**src/rtl/alu_run_ctrl_if.sv**
```systemverilog
// Signal bundle for alu_run_ctrl: power/load command, operand stream and status.
// The controller connects through the slave modport; whoever drives it uses the master modport.
interface alu_run_ctrl_if #(
   parameter int WIDTH = 8,
   parameter int CNT_W = 4
);
   logic             on;
   logic             load;
   logic [1:0]       op;
   logic [WIDTH-1:0] a;
   logic [CNT_W-1:0] len;
   logic             in_valid;
   logic [WIDTH-1:0] in_data;
   logic             in_ready;
   logic [WIDTH-1:0] acc;
   logic [1:0]       state;
   logic             done;
   logic             error;

   modport master (
      output on, load, op, a, len, in_valid, in_data,
      input  in_ready, acc, state, done, error
   );

   modport slave (
      input  on, load, op, a, len, in_valid, in_data,
      output in_ready, acc, state, done, error
   );
endinterface

```
**src/rtl/alu_run_ctrl.sv**
```systemverilog
// Multi-beat accumulate run controller (OFF/READY/RUN/ERROR) for the ALU datapath.
// Define ALU_RUN_SAT_EN to saturate on overflow instead of diverting to ERROR.
module alu_run_ctrl #(
   parameter int WIDTH    = 8,
   parameter int CNT_W    = 4,
   parameter int ERR_HOLD = 3
) (
   input logic           clk,
   input logic           rst,
   alu_run_ctrl_if.slave bus
);

   typedef enum logic [1:0] {
      ST_OFF   = 2'b00,
      ST_READY = 2'b01,
      ST_RUN   = 2'b10,
      ST_ERROR = 2'b11
   } state_e;

   typedef enum logic [1:0] {
      OP_ADD = 2'b00,
      OP_SUB = 2'b01,
      OP_AND = 2'b10,
      OP_XOR = 2'b11
   } op_e;

   state_e           state_q;
   state_e           state_d;
   op_e              op_q;
   logic [WIDTH-1:0] acc_q;
   logic [CNT_W-1:0] rem_q;
   logic             done_q;

   logic             start;
   logic             beat;
   logic             last_beat;
   logic             ovf;
   logic             abort;
   logic [WIDTH:0]   sum;
   logic [WIDTH:0]   diff;
   logic [WIDTH-1:0] alu_res;
   logic [WIDTH-1:0] acc_nxt;

   // Power-down has priority: a load only starts while on is still held.
   assign start     = (state_q == ST_READY) && bus.on && bus.load;
   assign beat      = (state_q == ST_RUN) && bus.in_valid;
   assign last_beat = (rem_q == CNT_W'(1));

   // One-bit-wider add/subtract exposes carry-out and borrow in the MSB.
   always_comb begin
      // NOTE: every always_comb output gets a default first so no latch is inferred.
      sum     = {1'b0, acc_q} + {1'b0, bus.in_data};
      diff    = {1'b0, acc_q} - {1'b0, bus.in_data};
      alu_res = sum[WIDTH-1:0];
      ovf     = 1'b0;
      case (op_q)
         OP_ADD: begin
            alu_res = sum[WIDTH-1:0];
            ovf     = sum[WIDTH];
         end
         OP_SUB: begin
            alu_res = diff[WIDTH-1:0];
            ovf     = diff[WIDTH];
         end
         OP_AND: alu_res = acc_q & bus.in_data;
         OP_XOR: alu_res = acc_q ^ bus.in_data;
      endcase
   end

`ifdef ALU_RUN_SAT_EN
   assign abort = 1'b0;

   always_comb begin
      acc_nxt = alu_res;
      if (ovf) begin
         acc_nxt = (op_q == OP_ADD) ? {WIDTH{1'b1}} : {WIDTH{1'b0}};
      end
   end
`else
   localparam int ERR_W = (ERR_HOLD > 1) ? $clog2(ERR_HOLD) : 1;

   logic [ERR_W-1:0] err_cnt_q;

   assign abort   = ovf;
   assign acc_nxt = alu_res;

   // Loaded with ERR_HOLD-1 on entry so ERROR lasts exactly ERR_HOLD cycles.
   always_ff @(posedge clk or posedge rst) begin
      if (rst) begin
         err_cnt_q <= '0;
      end else if (beat && abort) begin
         err_cnt_q <= ERR_W'(ERR_HOLD - 1);
      end else if ((state_q == ST_ERROR) && (err_cnt_q != '0)) begin
         err_cnt_q <= err_cnt_q - ERR_W'(1);
      end
   end
`endif

   // State register
   always_ff @(posedge clk or posedge rst) begin
      // NOTE: sequential state uses non-blocking assignments only.
      if (rst) begin
         state_q <= ST_READY;
      end else begin
         state_q <= state_d;
      end
   end

   // Next-state logic
   always_comb begin
      state_d = state_q;
      case (state_q)
         ST_OFF: begin
            if (bus.on) state_d = ST_READY;
         end
         ST_READY: begin
            if (!bus.on) begin
               state_d = ST_OFF;
            end else if (bus.load && (bus.len != '0)) begin
               state_d = ST_RUN;
            end
         end
         ST_RUN: begin
            if (beat) begin
               if (abort) begin
                  state_d = ST_ERROR;
               end else if (last_beat) begin
                  state_d = ST_READY;
               end
            end
         end
         ST_ERROR: begin
`ifdef ALU_RUN_SAT_EN
            state_d = ST_READY;
`else
            if (err_cnt_q == '0) state_d = ST_READY;
`endif
         end
      endcase
   end

   // Datapath: op/acc/remaining are captured on load; an aborted beat leaves acc untouched.
   always_ff @(posedge clk or posedge rst) begin
      if (rst) begin
         acc_q  <= '0;
         rem_q  <= '0;
         op_q   <= OP_ADD;
         done_q <= 1'b0;
      end else begin
         done_q <= 1'b0;
         if (start) begin
            op_q   <= op_e'(bus.op);
            acc_q  <= bus.a;
            rem_q  <= bus.len;
            done_q <= (bus.len == '0);
         end else if (beat) begin
            rem_q <= rem_q - CNT_W'(1);
            if (!abort) begin
               acc_q  <= acc_nxt;
               done_q <= last_beat;
            end
         end
      end
   end

   // Output decode
   always_comb begin
      bus.in_ready = (state_q == ST_RUN);
      bus.error    = (state_q == ST_ERROR);
      bus.state    = state_q;
      bus.acc      = acc_q;
      bus.done     = done_q;
   end

endmodule

```
**src/flat_wrapper.sv**
```systemverilog
// flat-port wrapper written by rule: the top's interface ports become plain ports
module alu_run_ctrl_flat 
#(
   parameter int WIDTH    = 8,
   parameter int CNT_W    = 4,
   parameter int ERR_HOLD = 3
)
  (clk, rst, bus_on, bus_load, bus_op, bus_a, bus_len, bus_in_valid, bus_in_data, bus_in_ready, bus_acc, bus_state, bus_done, bus_error);
  alu_run_ctrl_if #(.WIDTH(WIDTH), .CNT_W(CNT_W)) bus_i ();
  input logic clk;
  input logic rst;
  input wire logic [$bits(bus_i.on)-1:0] bus_on;
  input wire logic [$bits(bus_i.load)-1:0] bus_load;
  input wire logic [$bits(bus_i.op)-1:0] bus_op;
  input wire logic [$bits(bus_i.a)-1:0] bus_a;
  input wire logic [$bits(bus_i.len)-1:0] bus_len;
  input wire logic [$bits(bus_i.in_valid)-1:0] bus_in_valid;
  input wire logic [$bits(bus_i.in_data)-1:0] bus_in_data;
  output wire logic [$bits(bus_i.in_ready)-1:0] bus_in_ready;
  output wire logic [$bits(bus_i.acc)-1:0] bus_acc;
  output wire logic [$bits(bus_i.state)-1:0] bus_state;
  output wire logic [$bits(bus_i.done)-1:0] bus_done;
  output wire logic [$bits(bus_i.error)-1:0] bus_error;
  assign bus_i.on = bus_on;
  assign bus_i.load = bus_load;
  assign bus_i.op = bus_op;
  assign bus_i.a = bus_a;
  assign bus_i.len = bus_len;
  assign bus_i.in_valid = bus_in_valid;
  assign bus_i.in_data = bus_in_data;
  assign bus_in_ready = bus_i.in_ready;
  assign bus_acc = bus_i.acc;
  assign bus_state = bus_i.state;
  assign bus_done = bus_i.done;
  assign bus_error = bus_i.error;
  alu_run_ctrl #(.WIDTH(WIDTH), .CNT_W(CNT_W), .ERR_HOLD(ERR_HOLD)) u_core (.clk(clk), .rst(rst), .bus(bus_i));
endmodule
```
**config.mk**
```make
export PLATFORM = sky130hd
export DESIGN_NAME = alu_run_ctrl_flat
export DESIGN_NICKNAME = d
export VERILOG_FILES = /design/src/rtl/alu_run_ctrl_if.sv /design/src/rtl/alu_run_ctrl.sv /design/src/flat_wrapper.sv
export SDC_FILE = /design/constraint.sdc
export NUM_CORES = 1
export LEC_CHECK = 0
export ABC_AREA = 0
export CORE_ASPECT_RATIO = 1.5
export CORE_UTILIZATION = 35
export DETAILED_ROUTE_END_ITERATION = 6
export PLACE_DENSITY = 0.68
export SETUP_SLACK_MARGIN = 0.02
export SYNTH_ARGS = -nofsm -noshare
export SYNTH_HDL_FRONTEND = slang
export SYNTH_SLANG_ARGS = --single-unit
```
**constraint.sdc**
```tcl
create_clock -name clk -period 2.3 [get_ports clk]
set_input_delay 0.46 -clock clk [delete_from_list [all_inputs] [get_ports clk]]
set_output_delay 0.46 -clock clk [all_outputs]
set_load 0.01 [all_outputs]
```
==> metrics.cfg <==
[power_and_ir_drop]
intPower_mw=2.10
power_mw=3.75
p_clk_share_pct=6.2
p_leak_nw=1.34
p_sw_mw=1.65
combPwrFrac_pct=75.7
peakVddDrop_uv=649
share_seq_of_total_power_pct=18.1
p_sw_share_pct=44.0
power_density_mw_per_mm2=1250

[clock_tree]
clock_path_buffers=2
root_buffer=clkbuf_8
path_clk_slew_ns=0.07
h-tree-depth=1
clk_latency_ns=0.25
cts_buffers=3
cts_tree=done
cts_sinks=19

[setup_path]
rrSetupSlack_ns=-0.01
end_kind=flip-flop
criticalPathCategory=flip-flop to flip-flop
crit_required_ns=2.44
worstPathArrival_ns=2.46
reg2reg_depth=11
r2r-start=u_core.bus.acc[0]
cp_max_fo=3
critPathLaunchType=flip-flop
r2r-end=u_core.bus.state[1]

[outcome]
outcome=finished, violations left
violations=negative setup slack

[synth]
ys.flop_type=dfrtp_1
syn-num-nets=296
synth_edf_count=0
yosys_register_bits=19
yosysUniqueCellTypes=51
yosysWarnings=0
syn_area_mm2=0.00197
async_reset_ff_share_pct=100
synth_cells=243
seq_area_frac_synth_pct=24.2
avgSynthCellArea_um2=8.11

[die]
pin_count=40
die_x_um=63.3
rows=33
die_area_mm2=0.00594
die_y_um=93.9
core_mm2=0.00545
start_util_pct=36.2

[detailed_routing]
first_pass_iters=4
dr_total_vias=2018
routedWlPerCell_um=13.8
wirelength_um=5400
dr_wl_met2_um=2990
remaining_drc_errors=0
vias_per_cell=5.15
ant_nets=0
wl_met3_um=97
drt-met1-wl_um=2230
maxUsedRoutingLayer=met4
first_iter_violations=56

[worst_hold_path]
hold_depth=2
holdCritPathClass=flip-flop to flip-flop
hold_path_end=u_core.err_cnt_q[1]
min_from=u_core.err_cnt_q[1]

[timing]
timing.fmax_mhz=433
hold_viol=0
setup_ws_ns=-0.0119
maxSlewViolCount=0
max_slew_margin_pct=71.3
setup_viol_count_final=1
clock_skew_ns=0.00256
period_share_pct=101
final.min_clock_period_ns=2.31
rsz0062_at_grt=true
tightest_slew_ns=0.430

[global_route]
antenna_found_initial=0
grt_pass1_wl_um=8840
overflow=0
grt_pass1_vias=1972
grt.total_usage_pct=18.7
grt_max_degree=22

[placement]
port_buffers=39
dp.cells=383
gp_congestion=0.833
dp_hpwl_um=4210

[final_layout]
area_growth_pct=51.9
layout.nets=376
num_antenna_cells=0
drive_above_1_share_pct=29.8
stdcell_count=392

[run]
cap_violations=0

## kinds of logic (layout without fill, tap and decap cells)
kind of cell,count (synthesis),count (layout),share of synthesized area [%]
AO/OA/AOI/OAI,65,65,22.8
XOR/XNOR,8,8,3.56
adder cells (fa/ha/maj),26,26,17.3
buffers and inverters,39,118,8.51
flip-flops,19,19,24.2
multiplexers,11,11,5.71
AND/OR/NAND/NOR,75,75,18.0
## state kept, by name, summed over array words and instances, names as in the netlist
register          count
u_core.op_q           2
u_core.bus.state      2
u_core.err_cnt_q      2
u_core.bus.acc        8
u_core.rem_q          4
u_core.bus.done       1
## layer usage
metal	global-route usage, %	vias to the layer above
li1	-	998
met1	20.7	980
met2	36.8	32
met3	1.09	8
met4	6.44	0
met5	0	-
## synth_stat cells, drive strengths merged, types with 5 or more instances
cell type | instances | area [µm²]
mux2i | 9 | 90.1
nor2 | 21 | 83.8
dfrtp | 18 | 450
o21ai | 22 | 114
nor3 | 5 | 36.3
clkbuf | 6 | 22.5
ha | 24 | 300
inv | 28 | 105
a21oi | 15 | 78.8
nand2 | 27 | 101
nand3 | 6 | 30.0
a221oi | 5 | 61.3
nand2b | 6 | 37.5
buf | 5 | 40.0
## cell type report
type | count | area (µm²)
fillers | 529 | 2460
multi-input cells | 185 | 1520
flip-flops and latches | 19 | 480
clock inverters | 1 | 5.00
clock buffers | 3 | 41.3
repair buffers | 86 | 749
well taps | 70 | 87.6
inverters | 28 | 108
## power groups by stage
stage	Sequential (mW)	Combinational (mW)	Clock [mW]
final	0.677	2.84	0.232
after global routing	0.699	3.12	0.250
after CTS	0.665	2.71	0.238
after detailed placement	0.654	2.54	0
after global placement	0.646	2.50	0
after floorplan	0.677	1.53	0
## worst max-delay path by stage
stage | startpoint | cells after the start | endpoint
floorplan | u_core.bus.acc[0] | 11 | u_core.bus.state[1]
global placement | bus_in_data[0] | 11 | u_core.bus.state[1]
detailed placement | bus_in_data[0] | 11 | u_core.bus.state[1]
CTS | u_core.bus.acc[0] | 11 | u_core.bus.state[1]
global route | u_core.bus.acc[0] | 12 | u_core.bus.state[0]
finish | u_core.bus.acc[0] | 11 | u_core.bus.state[1]
## cell usage in the layout, fill, tap and decap left out, types with 3 or more instances in the layout
cell type         n
nor2_1           18
ha_4              7
clkdlybuf4s50_1  33
xor2_1            4
buf_4            45
nand2_1          27
o21ai_1           7
a21oi_1          13
nor3_1            4
inv_2             6
a21o_1            4
dlygate4sd2_1     4
ha_1             16
clkbuf_8          3
inv_1            21
a211o_1           3
dfrtp_1          15
o21ai_0          13
a221oi_2          3
nand2b_1          5
dfrtp_2           3
xnor2_1           4
nand3_1           5
mux2i_1           9
## critical path, cell delays in order, from the launching register on
cell,delay (ns)
dfrtp_2,0.44
inv_2,0.07
ha_4,0.13
inv_4,0.03
fa_2,0.34
a21o_1,0.20
nand4_1,0.12
a21oi_2,0.09
o21ai_4,0.22
nor2_4,0.06
a31oi_4,0.18
mux2_4,0.31
## per-stage QoR
stage / hold slack, ns / area, µm² / setup WS, ns / TNS [ns] / utilization [%]
after floorplan: 0.410 / 2010 / -0.0130 / -0.0130 / -
after global placement: 0.473 / 2760 / -0.672 / -7.18 / 50.6
after detailed placement: 0.504 / 2760 / -0.739 / -7.89 / 50.6
after CTS: 0.520 / 2900 / -0.0268 / -0.0268 / 53.1
after global routing: 0.531 / 2990 / -0.106 / -0.734 / 54.9
final: 0.505 / 2990 / -0.0119 / -0.0119 / 54.9
## what timing repair did
item	4_1_cts	5_1_grt
setup endpoints to repair	13	11
setup buffers	0	5
resized for setup	27	17
hold buffers	0	0
pin swaps	18	9
No activity file was read; power rests on OpenSTA's default activity.
